File: src/rtl/seg_scan_driver.sv
// Multiplexed 8-digit seven-segment scanner with double-buffered frame data.
// Each digit is lit for SCAN_CNT clocks, separated by BLANK_CNT dark clocks.
//
// state    | meaning
// ST_BLANK | all anodes off between digits (anti-ghosting gap)
// ST_SHOW  | current digit index driven with its nibble and decimal point
module seg_scan_driver #(
  parameter int SCAN_CNT  = 100000,
  parameter int BLANK_CNT = 1000
) (
  input  logic        clk_100MHz,
  input  logic        rst,
  input  logic [31:0] data,
  input  logic [7:0]  digit_en,
  input  logic [7:0]  dp,
  input  logic        load,
  output logic [7:0]  AN,
  output logic [7:0]  SEG,
  output logic        frame_done
);

  localparam int CNT_MAX = (SCAN_CNT > BLANK_CNT) ? SCAN_CNT : BLANK_CNT;
  localparam int CW      = (CNT_MAX > 2) ? $clog2(CNT_MAX) : 1;
  localparam logic [CW-1:0] SCAN_LAST  = CW'(SCAN_CNT - 1);
  localparam logic [CW-1:0] BLANK_LAST = CW'(BLANK_CNT - 1);

  typedef enum logic {ST_BLANK = 1'b0, ST_SHOW = 1'b1} state_t;

  state_t      r_state;
  state_t      w_state_nxt;
  logic [CW-1:0] r_cnt;
  logic [2:0]  r_idx;

  logic [31:0] r_sh_data;
  logic [7:0]  r_sh_en;
  logic [7:0]  r_sh_dp;
  logic        r_pending;
  logic [31:0] r_disp_data;
  logic [7:0]  r_disp_en;
  logic [7:0]  r_disp_dp;

  logic        r_wrap_d;
  logic        w_show_end;
  logic        w_wrap;
  logic [3:0]  w_nib;
  logic [6:0]  w_dec;
  logic [7:0]  w_an_nxt;
  logic [7:0]  w_seg_nxt;

  assign w_show_end = (r_state == ST_SHOW) && (r_cnt == SCAN_LAST);
  assign w_wrap     = w_show_end && (r_idx == 3'd7);

  // State register
  always_ff @(posedge clk_100MHz) begin
    if (rst) begin
      r_state <= ST_BLANK;
    end else begin
      r_state <= w_state_nxt;
    end
  end

  // Next-state logic
  always_comb begin
    w_state_nxt = r_state;
    case (r_state)
      ST_BLANK: if (r_cnt == BLANK_LAST) w_state_nxt = ST_SHOW;
      ST_SHOW:  if (r_cnt == SCAN_LAST)  w_state_nxt = ST_BLANK;
      default:  w_state_nxt = ST_BLANK;
    endcase
  end

  // Counter clears on every state change, so it never exceeds CNT_MAX-1
  always_ff @(posedge clk_100MHz) begin
    if (rst) begin
      r_cnt <= '0;
      r_idx <= 3'd0;
    end else begin
      if (w_state_nxt != r_state) r_cnt <= '0;
      else                        r_cnt <= r_cnt + CW'(1);
      if (w_show_end) r_idx <= r_idx + 3'd1;
    end
  end

  // Shadow/display sets; display only changes at the frame boundary
  always_ff @(posedge clk_100MHz) begin
    if (rst) begin
      r_sh_data   <= '0;
      r_sh_en     <= '0;
      r_sh_dp     <= '0;
      r_pending   <= 1'b0;
      r_disp_data <= '0;
      r_disp_en   <= '0;
      r_disp_dp   <= '0;
    end else begin
      if (load) begin
        r_sh_data <= data;
        r_sh_en   <= digit_en;
        r_sh_dp   <= dp;
      end
      if (w_wrap) begin
        if (load) begin
          r_disp_data <= data;
          r_disp_en   <= digit_en;
          r_disp_dp   <= dp;
        end else if (r_pending) begin
          r_disp_data <= r_sh_data;
          r_disp_en   <= r_sh_en;
          r_disp_dp   <= r_sh_dp;
        end
        r_pending <= 1'b0;
      end else if (load) begin
        r_pending <= 1'b1;
      end
    end
  end

  assign w_nib = r_disp_data[{r_idx, 2'b00} +: 4];

  always_comb begin
    w_dec = 7'h7F;
    case (w_nib)
      4'h0: w_dec = 7'h40;
      4'h1: w_dec = 7'h79;
      4'h2: w_dec = 7'h24;
      4'h3: w_dec = 7'h30;
      4'h4: w_dec = 7'h19;
      4'h5: w_dec = 7'h12;
      4'h6: w_dec = 7'h02;
      4'h7: w_dec = 7'h78;
      4'h8: w_dec = 7'h00;
      4'h9: w_dec = 7'h10;
      4'hA: w_dec = 7'h08;
      4'hB: w_dec = 7'h03;
      4'hC: w_dec = 7'h46;
      4'hD: w_dec = 7'h21;
      4'hE: w_dec = 7'h06;
      4'hF: w_dec = 7'h0E;
      default: w_dec = 7'h7F;
    endcase
  end

  // Output logic
  always_comb begin
    w_an_nxt  = 8'hFF;
    w_seg_nxt = 8'hFF;
    if (r_state == ST_SHOW) begin
      w_an_nxt[r_idx] = ~r_disp_en[r_idx];
      w_seg_nxt       = {~r_disp_dp[r_idx], w_dec};
    end
  end

  // frame_done is delayed twice so it lines up with the registered blank output
  always_ff @(posedge clk_100MHz) begin
    if (rst) begin
      AN         <= 8'hFF;
      SEG        <= 8'hFF;
      r_wrap_d   <= 1'b0;
      frame_done <= 1'b0;
    end else begin
      AN         <= w_an_nxt;
      SEG        <= w_seg_nxt;
      r_wrap_d   <= w_wrap;
      frame_done <= r_wrap_d;
    end
  end

endmodule

File: config.mk
export PLATFORM = sky130hd
export DESIGN_NAME = seg_scan_driver
export DESIGN_NICKNAME = d
export VERILOG_FILES = /design/src/rtl/seg_scan_driver.sv
export SDC_FILE = /design/constraint.sdc
export NUM_CORES = 1
export LEC_CHECK = 0
export ABC_AREA = 1
export CAP_MARGIN = 20
export CORE_MARGIN = 5
export CORE_UTILIZATION = 36
export DETAILED_ROUTE_END_ITERATION = 8
export SLEW_MARGIN = 20
export SYNTH_ARGS = -nofsm -noshare
export SYNTH_HDL_FRONTEND = slang
export SYNTH_SLANG_ARGS = --single-unit
export TNS_END_PERCENT = 1
File: constraint.sdc
create_clock -name clk_100MHz -period 1.9 [get_ports clk_100MHz]
set_input_delay 0.285 -clock clk_100MHz [delete_from_list [all_inputs] [get_ports clk_100MHz]]
set_output_delay 0.285 -clock clk_100MHz [all_outputs]
set_load 0.01 [all_outputs]
==> flow_summary.json <==
{
  "timing.hold.ws_ns": 0.335,
  "clock-sinks": 136,
  "vias": 5230,
  "grt_pass1_vias": 4961,
  "synth_mux_area_frac": 0.0783,
  "num_antenna_cells": 0,
  "worstMarginPinSlew_ns": 0.451,
  "hold_viol": 0,
  "grt.total_usage": 0.143,
  "max_clock_freq_mhz": 569,
  "synthSimpleGateAreaFrac": 0.315,
  "cp_common_cell": "nand3_1",
  "outcome": "completed",
  "die_area_um2": 19800,
  "critPathBufInv": 2,
  "rsz0062_at_grt": "no",
  "nNetsFinal": 984,
  "gr-total-overflow": 0,
  "p_total_mw": 6.91,
  "slew_headroom": 0.697,
  "grt_max_degree": 41,
  "skew_ns": 0.0150,
  "root_buffer": "clkbuf_16",
  "core_um2": 16600,
  "synth_top_family_by_area": "simple AND/OR/NAND/NOR gates",
  "syn_to_final_growth_pct": 28.1,
  "clk_path_buf_depth": 2,
  "cpMaxStageDelayCell": "dfxtp_1",
  "synth_cell_types": 27,
  "antenna_found_initial": 0,
  "drtIter0Drc": 295,
  "yosysSeqAreaShare": 0.443,
  "path_clk_slew_ns": 0.06,
  "htreeDepth": 4,
  "finalSetupViolCount": 0,
  "wl_met1_um": 6970,
  "synthAdderAreaFrac": 0.0163,
  "yosys.area_share.xor_xnor": 0.0128,
  "period_minus_slack_ns": 1.76,
  "cp.required_ns": 2.21,
  "p_leak_nw": 3.48,
  "postRouteAntennaNets": 0,
  "ys_seq_elements": 136,
  "dr_wl_met3_um": 532,
  "drt_pre_antenna_iters": 4,
  "syn-cell-area_um2": 6140,
  "synth_nets": 915,
  "routed.top_layer": "met4",
  "grt_pass1_wl_um": 23200,
  "place.detailed.hpwl_um": 9730,
  "cp.arrival_ns": 2.07,
  "drcViolationCount": 0,
  "gp_congestion": 0.845,
  "die_h_um": 141,
  "max_cap_violations": 0,
  "pin_count": 68,
  "period_share": 0.925,
  "cp-end-kind": "register",
  "path_cells": "ha_1, nand3_1, buf_4, nor3_1, nand3_1, nand3_1, buf_12, nor2_1",
  "slew_violations": 0,
  "ir_drop_mv": 0.629,
  "finalSetupTns_ns": 0,
  "critical_path.max_stage_delay_ns": 0.35,
  "path_max_fanout": 17,
  "worstSetupPathType": "register to register",
  "powerDensity_nw_per_um2": 878,
  "wl_um": 14100,
  "crit_family": "simple AND/OR/NAND/NOR gates",
  "cts_tree": "built",
  "cp-start-kind": "register",
  "vias_per_cell": 4.52,
  "clk_latency_ns": 0.42,
  "syn_inst": 856,
  "syn_area_per_cell_um2": 7.17,
  "final_core_util": 0.473,
  "initial_core_util": 0.369,
  "numCtsBuffers": 17,
  "post_drt_wl_per_cell_um": 12.1,
  "cts_hold_buffers": 0,
  "synth_warnings": 0,
  "hold_class": "primary input to register",
  "met2_length_um": 6380,
  "rows": 47,
  "layout-drive-gt1-share": 0.0896,
  "r2r_slack_ns": 0.14,
  "die_w_um": 141,
  "synth_compound_area_frac": 0.0228,
  "io_buffers": 67
}
report_power, final:
part / switching [mW] / internal, mW / leakage, nW
Combinational: 0.190 / 0.189 / 2.06
Sequential: 0.0177 / 2.92 / 1.11
Clock: 1.26 / 2.33 / 0.309
Total: 1.47 / 5.44 / 3.48
state kept, by name, indices dropped and copies added, names as in the netlist, 3 cells and up:
register / count
r_disp_dp: 8
r_disp_data: 32
SEG: 8
r_sh_data: 32
r_sh_dp: 8
r_disp_en: 8
r_cnt: 17
r_sh_en: 8
AN: 8
r_idx: 3
synthesized netlist by cell type, drive strengths merged:
cell type | instances | share of area
a21oi | 6 | 0.0049
a22oi | 1 | 0.0012
and3b | 1 | 0.0014
buf | 22 | 0.020
clkbuf | 26 | 0.016
clkinv | 2 | 0.0012
dfxtp | 136 | 0.44
ha | 8 | 0.016
inv | 122 | 0.075
mux2i | 48 | 0.078
nand2 | 211 | 0.13
nand3 | 34 | 0.029
nand3b | 1 | 0.0012
nand4 | 54 | 0.055
nor2 | 141 | 0.087
nor3 | 11 | 0.0090
nor3b | 1 | 0.0012
o211ai | 1 | 0.0012
o21ai | 19 | 0.015
or2 | 2 | 0.0020
xnor2 | 3 | 0.0043
xor2 | 6 | 0.0086
cell type report:
cell class / instances / area [um^2]
Fill cell: 1662 / 8780
Multi-Input combinational cell: 548 / 2750
Sequential cell: 136 / 2730
Timing Repair Buffer: 98 / 1000
Inverter: 124 / 465
Clock buffer: 17 / 425
Tap cell: 220 / 275
Clock inverter: 15 / 226
cells by family after synthesis:
group                      count (synthesis)
AOI/OAI and AO/OA                         27
and+or+nand+nor                          456
buffers and inverters                    172
adders and majority gates                  8
xor gates and xnor gates                   9
muxes                                     48
DFF                                      136
metrics by stage:
stage | cell area (um^2) | instances | setup slack [ns]
after CTS | 7800 | 1154 | 0.0301
after floorplan | 6140 | 856 | 0.0615
after detailed placement | 7150 | 1122 | 0.0539
final | 7870 | 1158 | 0.143
after global placement | 7150 | 1122 | 0.0672
after global routing | 7870 | 1158 | 0.00563
path summary, 6_finish.rpt:
check,startpoint,to,depth (start not counted)
max reg2reg,r_cnt[0]$_SDFF_PP0_,r_cnt[4]$_SDFF_PP0_,8
max,r_cnt[0]$_SDFF_PP0_,r_cnt[4]$_SDFF_PP0_,8
min reg2reg,r_wrap_d$_SDFF_PP0_,frame_done$_SDFF_PP0_,2
min,rst,r_disp_dp[1]$_SDFFE_PP0P_,4
what timing repair did:
action | 4_1_cts | 5_1_grt
resized for setup | 0 | 8
buffers inserted | 0 | 3
setup endpoints to repair | 0 | 38
worst reg2reg max path, delay by kind of cell, from the launching register on:
kind	cells	cell delay (ns)
adders and majority gates	1	0.21
buffers and inverters	2	0.32
and+or+nand+nor	5	0.78
DFF	1	0.35
routing by layer:
metal,vias to the layer above,track usage
met4,0,0.0576
met3,13,0.0352
met1,2323,0.189
li1,2807,-
met2,87,0.225
met5,-,0
layout by cell type (no fill, tap or decap), drive strengths merged:
| master | n |
|---|---|
| nand3 | 34 |
| dfxtp | 136 |
| nand3b | 1 |
| xor2 | 6 |
| o211ai | 1 |
| ha | 8 |
| mux2i | 48 |
| and3b | 1 |
| clkbuf | 18 |
| bufinv | 5 |
| inv | 123 |
| clkinvlp | 3 |
| xnor2 | 3 |
| nand2 | 211 |
| nor3b | 1 |
| nor2 | 141 |
| a22oi | 1 |
| o21ai | 19 |
| clkdlybuf4s50 | 65 |
| clkinv | 8 |
| nand4 | 54 |
| a21oi | 6 |
| nor3 | 11 |
| or2 | 2 |
| buf | 32 |
Note: power is estimated with default switching activity, not from simulation.
